**src/rtl/lpf_decimator.sv**
```systemverilog
// lpf_decimator: boxcar decimator for the biquad low-pass filter output.
// Each block of 2^LOG2_R valid samples is summed and floor-divided by the
// block length. Every average is queued in a first-word-fall-through FIFO
// and handed to the consumer over a valid/ready handshake. A sticky flag
// records any average dropped because the FIFO was full.
module lpf_decimator #(
  parameter int unsigned DW         = 32,
  parameter int unsigned LOG2_R     = 2,
  parameter int unsigned FIFO_DEPTH = 4
) (
  input  logic                          clk,
  input  logic                          rst_n,
  input  logic                          in_valid,
  input  logic [DW-1:0]                 in_data,
  input  logic                          out_ready,
  output logic                          out_valid,
  output logic [DW-1:0]                 out_data,
  output logic [$clog2(FIFO_DEPTH):0]   fifo_level,
  output logic                          overflow,
  input  logic                          clear_ovf
);

  localparam int unsigned ACCW = DW + LOG2_R;
  localparam int unsigned CW   = (LOG2_R > 0) ? LOG2_R : 1;
  localparam int unsigned AW   = $clog2(FIFO_DEPTH);
  localparam int unsigned LW   = AW + 1;

  localparam logic [CW-1:0] CNT_LAST = CW'((1 << LOG2_R) - 1);
  localparam logic [LW-1:0] LVL_FULL = LW'(FIFO_DEPTH);

  logic [ACCW-1:0] r_acc;
  logic [CW-1:0]   r_cnt;
  logic [DW-1:0]   r_mem [FIFO_DEPTH];
  logic [AW-1:0]   r_wr_ptr;
  logic [AW-1:0]   r_rd_ptr;
  logic [LW-1:0]   r_level;
  logic            r_ovf;

  logic [ACCW-1:0] w_sum;
  logic [DW-1:0]   w_result;
  logic            w_push;
  logic            w_pop;
  logic            w_full;
  logic            w_wr_en;
  logic            w_drop;

  // Block sum, averaged result and FIFO handshake decodes
  always_comb begin
    w_sum     = r_acc + ACCW'(in_data);
    w_result  = DW'(w_sum >> LOG2_R);
    w_push    = in_valid && (r_cnt == CNT_LAST);
    w_full    = (r_level == LVL_FULL);
    w_pop     = out_valid && out_ready;
    // A full FIFO still accepts a push when the head leaves at the same edge.
    w_wr_en   = w_push && (!w_full || w_pop);
    w_drop    = w_push && w_full && !w_pop;
  end

  // Accumulate valid samples; restart the block after the last one
  always_ff @(posedge clk) begin
    if (!rst_n) begin
      r_acc <= '0;
      r_cnt <= '0;
    end else if (in_valid) begin
      if (r_cnt == CNT_LAST) begin
        r_acc <= '0;
        r_cnt <= '0;
      end else begin
        r_acc <= w_sum;
        r_cnt <= r_cnt + CW'(1);
      end
    end
  end

  // FIFO storage; contents are invalidated by the pointer reset
  always_ff @(posedge clk) begin
    if (w_wr_en) begin
      r_mem[r_wr_ptr] <= w_result;
    end
  end

  // FIFO pointers and occupancy; pointers wrap naturally at the power-of-2 depth
  always_ff @(posedge clk) begin
    if (!rst_n) begin
      r_wr_ptr <= '0;
      r_rd_ptr <= '0;
      r_level  <= '0;
    end else begin
      if (w_wr_en) begin
        r_wr_ptr <= r_wr_ptr + AW'(1);
      end
      if (w_pop) begin
        r_rd_ptr <= r_rd_ptr + AW'(1);
      end
      case ({w_wr_en, w_pop})
        2'b10:   r_level <= r_level + LW'(1);
        2'b01:   r_level <= r_level - LW'(1);
        default: r_level <= r_level;
      endcase
    end
  end

  // Sticky overflow; a new drop takes priority over a clear request
  always_ff @(posedge clk) begin
    if (!rst_n) begin
      r_ovf <= 1'b0;
    end else if (w_drop) begin
      r_ovf <= 1'b1;
    end else if (clear_ovf) begin
      r_ovf <= 1'b0;
    end
  end

  // Output view of the FIFO head, forced to zero when empty
  always_comb begin
    out_valid  = (r_level != '0);
    out_data   = out_valid ? r_mem[r_rd_ptr] : '0;
    fifo_level = r_level;
    overflow   = r_ovf;
  end

endmodule

```
**config.mk**
```make
export PLATFORM = sky130hd
export DESIGN_NAME = lpf_decimator
export DESIGN_NICKNAME = d
export VERILOG_FILES = /design/src/rtl/lpf_decimator.sv
export SDC_FILE = /design/constraint.sdc
export NUM_CORES = 1
export LEC_CHECK = 0
export ABC_AREA = 1
export BUFFER_PORTS_ARGS = -buffer_cell sky130_fd_sc_hd__buf_2
export CAP_MARGIN = 20
export CORE_AREA = 4 4 199 162
export CTS_CLUSTER_SIZE = 40
export DETAILED_ROUTE_END_ITERATION = 6
export DIE_AREA = 0 0 203 166
export GPL_TIMING_DRIVEN = 1
export PLACE_DENSITY = 0.57
export SLEW_MARGIN = 20
export SYNTH_ARGS = -nofsm -noshare
export SYNTH_HDL_FRONTEND = slang
export SYNTH_SLANG_ARGS = --single-unit
export TNS_END_PERCENT = 10
```
**constraint.sdc**
```tcl
create_clock -name clk -period 2.8 [get_ports clk]
set_input_delay 0.56 -clock clk [delete_from_list [all_inputs] [get_ports clk]]
set_output_delay 0.56 -clock clk [all_outputs]
set_load 0.02 [all_outputs]
```
==> results of run 1 <==
## per-layer routing
layer	vias to the layer above	GRT usage, %
li1	3681	-
met1	3362	21.79
met2	141	22.81
met3	14	2.226
met4	0	2.803
met5	-	0
## through the flow
step	cell area, sq um	utilization, %	total power, mW	setup slack (ns)
after CTS	10500	34.79	7.570	0.2577
after floorplan	8989	-	4.431	0.1780
after global placement	9918	32.88	5.199	0.1900
final	10500	34.80	7.507	0.2741
after detailed placement	9918	32.88	5.213	0.1997
after global routing	10500	34.79	7.923	0.09426
## flip-flops by register name, summed over array words and instances, names as in the netlist, named ones only
register	cells
overflow	1
r_rd_ptr	2
r_mem	128
r_cnt	2
fifo_level	3
r_acc	34
r_wr_ptr	2
## worst reg2reg max path, cell delays in order (launching register included)
cell	delay (ns)
sky130_fd_sc_hd__dfxtp_1	0.32
sky130_fd_sc_hd__ha_1	0.41
sky130_fd_sc_hd__nand2_1	0.13
sky130_fd_sc_hd__inv_1	0.09
sky130_fd_sc_hd__nand2_1	0.14
sky130_fd_sc_hd__nor2_1	0.25
sky130_fd_sc_hd__nand4_1	0.21
sky130_fd_sc_hd__nand3_1	0.15
sky130_fd_sc_hd__nand2_1	0.07
sky130_fd_sc_hd__and2_1	0.23
## path summary, 6_finish.rpt
check / start / endpoint / slack [ns] / cells after the start
worst max-delay path: fifo_level[0] / out_data[12] / 0.27 / 6
worst min-delay path: in_valid / r_cnt[0] / 0.37 / 2
worst max register to register: r_acc[17] / r_mem[3][18] / 0.52 / 9
worst min register to register: r_rd_ptr[1] / r_rd_ptr[1] / 0.46 / 2
## cells by family (layout without fill, tap and decap cells)
| group | after synthesis | count (layout) | synth area share (%) |
|---|---|---|---|
| compound gates | 209 | 209 | 11.85 |
| xor+xnor | 16 | 16 | 1.810 |
| fa+ha+maj | 39 | 39 | 5.596 |
| buf+inv | 130 | 220 | 5.470 |
| flops | 174 | 174 | 53.01 |
| other cells | 0 | 1 | 0 |
| simple gates | 488 | 488 | 22.27 |
## synth_stat cells (7+ instances only)
library cell,instances
sky130_fd_sc_hd__edfxtp_1,128
sky130_fd_sc_hd__xor2_1,13
sky130_fd_sc_hd__clkbuf_1,25
sky130_fd_sc_hd__o21ai_0,93
sky130_fd_sc_hd__ha_1,37
sky130_fd_sc_hd__and2_1,15
sky130_fd_sc_hd__dfxtp_1,46
sky130_fd_sc_hd__nand2_1,214
sky130_fd_sc_hd__nand3_1,38
sky130_fd_sc_hd__nor3_1,10
sky130_fd_sc_hd__nor2_1,187
sky130_fd_sc_hd__nand4_1,7
sky130_fd_sc_hd__inv_1,94
sky130_fd_sc_hd__a21oi_1,109
sky130_fd_sc_hd__nand2_2,8
## layout make-up
cell class / instances / area [sq um]
antenna: 1 / 2.502
fill: 3131 / 19670
multi-input combinational: 752 / 3742
tap: 413 / 516.7
clock buffer: 17 / 425.4
inverter: 98 / 367.9
timing repair buffer: 91 / 525.5
clock inverter: 14 / 152.6
sequential: 174 / 4766
## where the power goes
group,switching (mW),internal [mW]
registers,0.0555,3.01
logic,1.47,0.620
clock network,1.09,1.26
total,2.62,4.89
==> metrics.cfg, run 1 <==
[run_status]
status = finished, final reports clean

[critical_path]
ws_path_type = reg2out
worst_setup_path_end_kind = primary output
worst_path_arrival_ns = 1.97
worst_path_cell_trace = nor2_1, nand2_1, inv_1, buf_4, a21oi_1, buf_2
start_kind = register
worst-path-buf-inv = 3
critical_path_slowest_stage_cell = sky130_fd_sc_hd__buf_4
worst_path_dominant_cell_family = buffers and inverters
worstPathRequired_ns = 2.24
cp_slowest_stage_delay_ns = 0.38
cp_max_fo = 32

[route]
post_drt_via_cell_ratio = 4.614
drt_first_iter_violations = 606
top_layer_used = met4
dr.pass1.iters = 7
met2_length_um = 10770
met3RoutedLength_um = 1072
routedWlPerCell_um = 15.88
drcViolationCount = 0
vias = 7198
routed_wirelength_um = 24770
final_antenna_net_count = 0
wl_met1_um = 12700

[synth]
netlist_instances = 1056
synthDominantAreaCellType = sky130_fd_sc_hd__edfxtp_1
primary_flip_flop_cell_chosen_by_synthesis_mapping = sky130_fd_sc_hd__edfxtp_1
netlist_area_pre_place_sq_mm = 0.008989
seq_area_frac_synth_pct = 53.01
yosysWarningCount = 0
asyncSetResetFlopFracSynth_pct = 0
area_contributors_post_synth = sky130_fd_sc_hd__edfxtp_1 43%, sky130_fd_sc_hd__dfxtp_1 10%, sky130_fd_sc_hd__nand2_1 8.9%
ys_ff_latch = 174
synth.lib_cells_used.distinct = 30
postSynthAreaPerCell_sq_um = 8.512
synth-edff-count = 128
yosysTopAreaCellShare_pct = 42.76
postSynthNetCount = 1132

[clock_tree]
cts-buffers-inserted = 17
cts_tree = done
post_cts_buffers = 0
cts_max_path_buffers = 2
clock-root-buffer = sky130_fd_sc_hd__clkbuf_16
clk_pin_slew_worst_paths_ns = 0.07
cts_resized = 0
cts-htree-levels = 4
clkSinkCount = 174
cts_hold_repair.buffers = 0
clk-insertion-delay-late_ns = 0.42

[placement]
port_buffers = 73
place_inst = 1528
dpl.hpwl_um = 17370
gpl.final_weighted_congestion = 0.8959

[min_path]
hold_class = in2reg

[timing]
skew_ns = 0.01086
worstMarginPinSlew_ns = 0.6943
final.hold.worst_slack_ns = 0.3725
post_route_setup_tns_ns = 0
slew_headroom_pct = 53.56
timing.final.crit_period_ns = 2.526
layout_worst_path_cycle_share_pct = 90.21
maxSlewViolCount = 0
rsz0062_at_grt = no
finalHoldViolations = 0
setup_violations = 0
max_clock_freq_mhz = 395.9

[final_layout]
area_growth_pct = 16.80
fin_cells = 1560
most_common_cell_after_layout_fill_and_taps_aside = sky130_fd_sc_hd__nand2_1
post_route_cells_drive_above_1_share_pct = 12.65
finish.net_count = 1210
layout_common_cells = 214 x sky130_fd_sc_hd__nand2_1, 183 x sky130_fd_sc_hd__nor2_1, 128 x sky130_fd_sc_hd__edfxtp_1, 109 x sky130_fd_sc_hd__a21oi_1, 94 x sky130_fd_sc_hd__inv_1

[floorplanning]
fp.dieH_um = 166
core_area_sq_mm = 0.03017
die_area_sq_mm = 0.03370
io_pins = 74
horiz_die_dim_um = 203
fp-row-count = 57
initial_core_utilization_pct = 29.80

[global_routing]
grt_max_degree = 65
grt_pass1_wl_um = 38910
aggregate_global_route_resource_usage_pct = 14.64
antenna_found_initial = 0
vias_in_the_first_global_route = 6957
overflow = 0

[flow_run]
maxCapViolations = 0

[power]
irDropWorstVdd_mv = 0.5606
p_leak_nw = 4.383
p_per_area_mw_per_mm2 = 715.0

Power figures use the tool's default switching activity.
==> run 2: changes to the inputs <==
- ABC_AREA: 1 -> 0
- CORE_AREA: 4 4 199 162 -> 4 4 192 157
- DIE_AREA: 0 0 203 166 -> 0 0 196 161
==> run 2 against run 1 <==
Compared with the run above: clock-buffer cell count increased by 1; combinational power decreased by 16%; synthesized area decreased by 7.2%; final cell count decreased by 27%.
==> metrics.cfg, run 2 <==
[floorplanning]
core_area_sq_mm = 0.02808  ; -6.9%
fp.dieH_um = 161  ; -3.0%
die_area_sq_mm = 0.03156  ; -6.4%
fp-row-count = 55  ; -3.5%
io_pins = 74  ; unchanged
horiz_die_dim_um = 196  ; -3.4%
initial_core_utilization_pct = 29.70  ; -0.094 points

[critical_path]
rr_endpoint = r_acc[30]
worst_setup_path_end_kind = register
regToRegStartpoint = r_acc[0]
ws_path_type = reg2reg
start_kind = register
worst_setup_path_endpoint = r_acc[30]
cp_max_fo = 5  ; -84%
worst_path_arrival_ns = 2.95  ; +0.98 ns
reg2regPathDepth = 11  ; +2
worstSetupStartpoint = r_acc[0]
ff2ff_setup_slack_ns = 0.16  ; -0.36 ns
worstPathRequired_ns = 3.11  ; +0.87 ns

[route]
drt_first_iter_violations = 273  ; -55%
wl_met1_um = 10320  ; -19%
final_antenna_net_count = 0  ; unchanged
routedWlPerCell_um = 16.96  ; +6.8%
drcViolationCount = 0  ; unchanged
routed_wirelength_um = 19410  ; -22%
top_layer_used = met5
post_drt_via_cell_ratio = 4.608  ; -0.12%
vias = 5272  ; -27%
met2_length_um = 8414  ; -22%
met3RoutedLength_um = 519  ; -52%
dr.pass1.iters = 4  ; -3

[flow_run]
maxCapViolations = 0  ; unchanged

[synth]
synthTopCellsByCount = 128 x sky130_fd_sc_hd__edfxtp_1, 46 x sky130_fd_sc_hd__and2_1, 46 x sky130_fd_sc_hd__dfxtp_1, 43 x sky130_fd_sc_hd__a21oi_1, 37 x sky130_fd_sc_hd__ha_1
area_contributors_post_synth = sky130_fd_sc_hd__edfxtp_1 46%, sky130_fd_sc_hd__dfxtp_1 11%, sky130_fd_sc_hd__mux4_2 8.6%
yosysTopAreaCellShare_pct = 46.09  ; +3.3 points
asyncSetResetFlopFracSynth_pct = 0  ; unchanged
synthDominantAreaCellType = sky130_fd_sc_hd__edfxtp_1
netlist_area_pre_place_sq_mm = 0.008339  ; -7.2%
netlist_instances = 616  ; -42%
seq_area_frac_synth_pct = 57.13  ; +4.1 points
yosysWarningCount = 0  ; unchanged
postSynthNetCount = 692  ; -39%
synth-edff-count = 128  ; unchanged
most_used_standard_cell_by_instance_count_after_synthesis = sky130_fd_sc_hd__edfxtp_1
postSynthAreaPerCell_sq_um = 13.54  ; +59%
ys_ff_latch = 174  ; unchanged
synth.lib_cells_used.distinct = 56  ; +87%
primary_flip_flop_cell_chosen_by_synthesis_mapping = sky130_fd_sc_hd__edfxtp_1

[run_status]
status = finished, final reports clean

[clock_tree]
clock-root-buffer = sky130_fd_sc_hd__clkbuf_16
cts_tree = done
cts-htree-levels = 4  ; unchanged
cts_hold_repair.buffers = 0  ; unchanged
clk-insertion-delay-late_ns = 0.42  ; about the same
cts-buffers-inserted = 17  ; unchanged
post_cts_buffers = 0  ; unchanged
clk_pin_slew_worst_paths_ns = 0.07  ; about the same
clkSinkCount = 174  ; unchanged
cts_max_path_buffers = 2  ; unchanged

[global_routing]
vias_in_the_first_global_route = 5475  ; -21%
grt_max_degree = 37  ; -43%
antenna_found_initial = 2  ; +2
aggregate_global_route_resource_usage_pct = 12.56  ; -2.1 points
overflow = 0  ; unchanged
grt_pass1_wl_um = 31020  ; -20%

[min_path]
hold_class = in2reg

[power]
irDropWorstVdd_mv = 0.3598  ; -36%
p_leak_nw = 3.972  ; -9.4%
p_per_area_mw_per_mm2 = 688.9  ; -3.7%

[final_layout]
postLayoutCellArea_sq_mm = 0.01031  ; -1.8%
most_common_cell_after_layout_fill_and_taps_aside = sky130_fd_sc_hd__edfxtp_1
area_growth_pct = 23.66
finish.net_count = 837  ; -31%
post_route_cells_drive_above_1_share_pct = 32.04  ; +19 points
antennaDiodeCount = 0  ; -1
largest_reg_flops = 128  ; unchanged
largest_register = r_mem
n_fill_cell = 2697  ; -14%
fin_cells = 1144  ; -27%
layout_common_cells = 128 x sky130_fd_sc_hd__edfxtp_1, 82 x sky130_fd_sc_hd__buf_4, 73 x sky130_fd_sc_hd__buf_2, 46 x sky130_fd_sc_hd__and2_1, 45 x sky130_fd_sc_hd__dfxtp_1

[placement]
area_of_placed_instances_sq_mm = 0.009667  ; -2.5%
place_inst = 1112  ; -27%
worst_setup_timing_slack_at_the_placement_stage_ns = -0.3566  ; -0.5563 ns
gpl.final_weighted_congestion = 0.8410  ; -6.1%
port_buffers = 73  ; unchanged
dpl.hpwl_um = 14190  ; -18%

[timing]
maxSlewViolCount = 0  ; unchanged
slew_headroom_pct = 55.60  ; +2.0 points
timing.final.crit_period_ns = 2.639  ; +0.1136 ns
skew_ns = 0.01109  ; +0.0002252 ns
max_clock_freq_mhz = 378.9  ; -4.3%
final.setup.worst_slack_ns = 0.1606  ; -0.1136 ns
layout_worst_path_cycle_share_pct = 94.27  ; +4.1 points
setup_violations = 0  ; unchanged
worstMarginPinSlew_ns = 0.6612  ; -0.03307 ns
finalHoldViolations = 0  ; unchanged
rsz0062_at_grt = yes

-- run 2: changes by cell type in the layout (fill, tap and decap cells not counted), sizes merged, moves of 31 or more --
cell,delta
nand3,-32
inv,-80
nor2,-175
o21ai,-73
and2,+31
buf,+65
a21oi,-65
nand2,-195
mux4,+32
-- run 2: what timing repair did --
action / 4_1_cts / 5_1_grt
pin swaps: 0 / 0
gates resized for setup: 1 / 11
endpoints found under the setup margin: 1 / 51
-- run 2: cell type report --
type                            instances  area [sq um]  share of cell area (%)
Tap cell                              370         462.9                   4.489
Timing Repair Buffer                  156          1001                   9.706
Clock inverter                         14         130.1                   1.262
Inverter                               16         60.06                  0.5824
Multi-Input combinational cell        396          3463                   33.58
Clock buffer                           18         429.2                   4.162
Sequential cell                       174          4766                   46.21
-- run 2: cells by family (layout without fill, tap and decap cells) --
kind of cell,Yosys count,after routing,synth area share [%]
muxes,35,35,9.002
xor gates and xnor gates,35,35,3.676
AOI/OAI and AO/OA,146,146,12.39
and+or+nand+nor,141,141,9.362
adders and majority gates,39,39,6.031
DFF,174,174,57.13
buffers and inverters,46,204,2.401
-- run 2: power breakdown --
part / internal [mW] / switching (mW) / leakage, nW
Combinational: 0.749 / 1.01 / 2.17
Sequential: 3.05 / 0.0561 / 1.53
Clock: 1.17 / 1.06 / 0.274
Total: 4.98 / 2.13 / 3.97
-- run 2: worst max-delay path, stage by stage (launching register included) --
cell and delay [ns]:
sky130_fd_sc_hd__dfxtp_1 0.31, sky130_fd_sc_hd__ha_1 0.21, sky130_fd_sc_hd__fa_1 0.41, sky130_fd_sc_hd__a211oi_2 0.22, sky130_fd_sc_hd__buf_4 0.14, sky130_fd_sc_hd__o21ai_2 0.08, sky130_fd_sc_hd__a31oi_4 0.19, sky130_fd_sc_hd__o21bai_1 0.15
sky130_fd_sc_hd__a21oi_2 0.23, sky130_fd_sc_hd__o21ai_1 0.14, sky130_fd_sc_hd__xor2_2 0.20, sky130_fd_sc_hd__a22o_1 0.23
-- run 2: how the worst min path moves through the flow --
| stage | startpoint | endpoint | slack, ns | cells after the start |
|---|---|---|---|---|
| after floorplan | r_acc[10] | r_acc[10] | 0.45 | 1 |
| after global placement | r_acc[14] | r_acc[14] | 0.46 | 1 |
| after detailed placement | r_acc[25] | r_acc[25] | 0.47 | 1 |
| after CTS | clear_ovf | overflow | 0.44 | 3 |
| after global routing | clear_ovf | overflow | 0.47 | 3 |
| final | clear_ovf | overflow | 0.46 | 3 |
-- run 2: metal layers --
layer / GRT usage [%] / vias to the layer above
met5: 0 / -
met4: 2.284 / 4
met3: 2.690 / 11
met2: 18.68 / 65
met1: 19.09 / 2555
li1: - / 2637
-- run 2: metrics by stage --
step / util (%) / hold slack (ns) / TNS (ns) / total power, mW
2_1_floorplan: - / 0.4462 / 0 / 4.176
3_3_place_gp: 34.43 / 0.4629 / -14.60 / 4.853
3_5_place_dp: 34.43 / 0.4657 / -16.14 / 4.875
4_1_cts: 36.45 / 0.4445 / 0 / 7.119
5_1_grt: 36.73 / 0.4682 / -0.01602 / 7.459
6_report: 36.73 / 0.4608 / 0 / 7.104
==> run 3: changes to the inputs <==
- RECOVER_POWER: not set -> 50
==> run 3 against run 2 <==
Compared with the run above: first-iteration DRC count is 24% higher; fmax hardly changed; die area unchanged; sequential share of layout area grew 0.17 points; utilization decreased by 0.13 points; via count fell by 0.25%; non-clock buffer count unchanged; total power is essentially flat; register-to-register slack about the same; final cell count stayed put.
==> metrics.cfg, run 3 (synthesis gave the netlist of run 2 again) <==
[floorplanning]
core_area_sq_mm = 0.02808  ; unchanged
die_area_sq_mm = 0.03156  ; unchanged
io_pins = 74  ; unchanged
horiz_die_dim_um = 196  ; unchanged
initial_core_utilization_pct = 29.70  ; unchanged
fp.dieH_um = 161  ; unchanged
fp-row-count = 55  ; unchanged

[final_layout]
most_common_cell_after_layout_fill_and_taps_aside = sky130_fd_sc_hd__edfxtp_1
postLayoutCellArea_sq_mm = 0.01027  ; -0.36%
n_fill_cell = 2707  ; +0.37%
largest_register = r_mem
fin_cells = 1144  ; unchanged
layout.core_utilization_pct = 36.60  ; -0.13 points
finish.net_count = 837  ; unchanged
area_growth_pct = 23.21
layout_common_cells = 128 x sky130_fd_sc_hd__edfxtp_1, 72 x sky130_fd_sc_hd__buf_4, 69 x sky130_fd_sc_hd__buf_2, 45 x sky130_fd_sc_hd__dfxtp_1, 43 x sky130_fd_sc_hd__a21oi_1
largest_reg_flops = 128  ; unchanged
antennaDiodeCount = 0  ; unchanged
post_route_cells_drive_above_1_share_pct = 30.75  ; -1.3 points

[power]
power.internal_mw = 4.976  ; about the same
clock_power_share_pct = 31.5  ; about the same
netSwitchingFraction_pct = 29.95  ; about the same
netSwitchingPower_mw = 2.127  ; about the same
comb_power_share_pct = 24.7  ; about the same
p_leak_nw = 3.917  ; -1.4%
sequentialPowerShare_pct = 43.8  ; about the same
overall_power_of_the_completed_layout_mw = 7.102  ; about the same
p_per_area_mw_per_mm2 = 691.2  ; +0.34%
irDropWorstVdd_mv = 0.3605  ; +0.20%

[clock_tree]
clkSinkCount = 174  ; unchanged
cts_max_path_buffers = 2  ; unchanged
clk_pin_slew_worst_paths_ns = 0.07  ; about the same
clock-root-buffer = sky130_fd_sc_hd__clkbuf_16
cts-htree-levels = 4  ; unchanged
cts-buffers-inserted = 17  ; unchanged
cts_tree = done
cts_hold_repair.buffers = 0  ; unchanged
clk-insertion-delay-late_ns = 0.42  ; about the same
post_cts_buffers = 0  ; unchanged

[placement]
place_inst = 1112  ; unchanged
gpl.final_weighted_congestion = 0.8410  ; unchanged
port_buffers = 73  ; unchanged
dpl.hpwl_um = 14190  ; unchanged
area_of_placed_instances_sq_mm = 0.009667  ; unchanged

[flow_run]
maxCapViolations = 0  ; unchanged

[critical_path]
worst_path_arrival_ns = 2.94  ; about the same
start_kind = register
ws_path_type = reg2reg
regToRegStartpoint = r_acc[0]
worst_setup_path_end_kind = register
ff2ff_setup_slack_ns = 0.16  ; about the same
rr_endpoint = r_acc[30]
reg2regPathDepth = 11  ; unchanged
cp_max_fo = 5  ; unchanged
worstPathRequired_ns = 3.11  ; about the same

[timing]
slew_headroom_pct = 44.97  ; -11 points
timing.final.crit_period_ns = 2.638  ; -0.001466 ns
worstMarginPinSlew_ns = 0.8255  ; +0.1642 ns
rsz0062_at_grt = yes
layout_worst_path_cycle_share_pct = 94.21  ; about the same
skew_ns = 0.01114  ; +0.00004770 ns
max_clock_freq_mhz = 379.1  ; about the same
setup_violations = 0  ; unchanged
maxSlewViolCount = 0  ; unchanged
finalHoldViolations = 0  ; unchanged

[global_routing]
vias_in_the_first_global_route = 5475  ; unchanged
grt_max_degree = 37  ; unchanged
overflow = 0  ; unchanged
antenna_found_initial = 2  ; unchanged
grt_pass1_wl_um = 31020  ; unchanged
aggregate_global_route_resource_usage_pct = 12.56  ; unchanged

[route]
drcViolationCount = 0  ; unchanged
routed_wirelength_um = 19450  ; +0.22%
routedWlPerCell_um = 17.00  ; +0.22%
drt_first_iter_violations = 339  ; +24%
dr.pass1.iters = 4  ; unchanged
post_drt_via_cell_ratio = 4.597  ; -0.25%
vias = 5259  ; -0.25%
final_antenna_net_count = 0  ; unchanged

[min_path]
worst_hold_path.endpoint = overflow
hp-start = clear_ovf
hold_class = in2reg
hold_depth = 3  ; unchanged

[run_status]
status = finished, final reports clean

-- run 3: changes by cell type in the layout (fill, tap and decap cells not counted), sizes merged --
cell,before,now
buf,156,142
clkbuf,18,32
-- run 3: per-layer routing --
metal	global-route usage, %	wire [um]	vias to the layer above
met5	0	21	-
met4	2.284	131	4
met3	2.690	552	11
met2	18.68	8443	64
met1	19.09	10300	2546
li1	-	-	2634
-- run 3: power groups by stage --
stage                     logic [mW]  clock network, mW  registers (mW)
after global routing            1.95               2.39            3.12
after global placement          1.69                  0            3.17
after floorplan                 1.03                  0            3.15
final                           1.76               2.23            3.11
after CTS                       1.72               2.29            3.11
after detailed placement        1.71                  0            3.16
-- run 3: repair_timing --
action	in CTS	in global routing
setup endpoints to repair	1	51
gates resized for setup	1	11
gates cloned	0	0
endpoints found under the hold margin	0	0
-- run 3: worst max path at each step --
stage / startpoint / end / cells after the start
6_report: r_acc[0] / r_acc[30] / 11
5_1_grt: r_acc[0] / r_mem[0][30] / 10
4_1_cts: r_acc[0] / r_mem[0][30] / 10
3_5_place_dp: in_data[0] / r_acc[30] / 12
3_3_place_gp: in_data[0] / r_acc[26] / 12
2_1_floorplan: in_data[0] / r_acc[26] / 10
-- run 3: layout make-up --
cell class	count	area [sq um]	area share, %
clock buffers	18	429.2	4.177
clock inverters	14	130.1	1.266
inverters	16	60.06	0.5845
multi-input cells	396	3463	33.71
flip-flops and latches	174	4766	46.38
well taps	370	462.9	4.506
repair buffers	156	963.4	9.376
-- run 3: metrics by stage --
stage,worst slack [ns],hold WS [ns],setup TNS [ns]
3_5_place_dp,-0.3566,0.4657,-16.14
4_1_cts,0.05457,0.4445,0
3_3_place_gp,-0.2539,0.4629,-14.60
2_1_floorplan,0.04404,0.4462,0
5_1_grt,-0.004331,0.4749,-0.01602
6_report,0.1620,0.4606,0
-- run 3: worst max-delay path: stages, from the launching register on --
cell and delay, ns:
sky130_fd_sc_hd__dfxtp_1 0.31, sky130_fd_sc_hd__ha_1 0.21, sky130_fd_sc_hd__fa_1 0.41, sky130_fd_sc_hd__a211oi_2 0.22, sky130_fd_sc_hd__buf_4 0.14, sky130_fd_sc_hd__o21ai_2 0.08
sky130_fd_sc_hd__a31oi_4 0.19, sky130_fd_sc_hd__o21bai_1 0.15, sky130_fd_sc_hd__a21oi_2 0.23, sky130_fd_sc_hd__o21ai_1 0.14, sky130_fd_sc_hd__xor2_2 0.20, sky130_fd_sc_hd__a22o_1 0.23
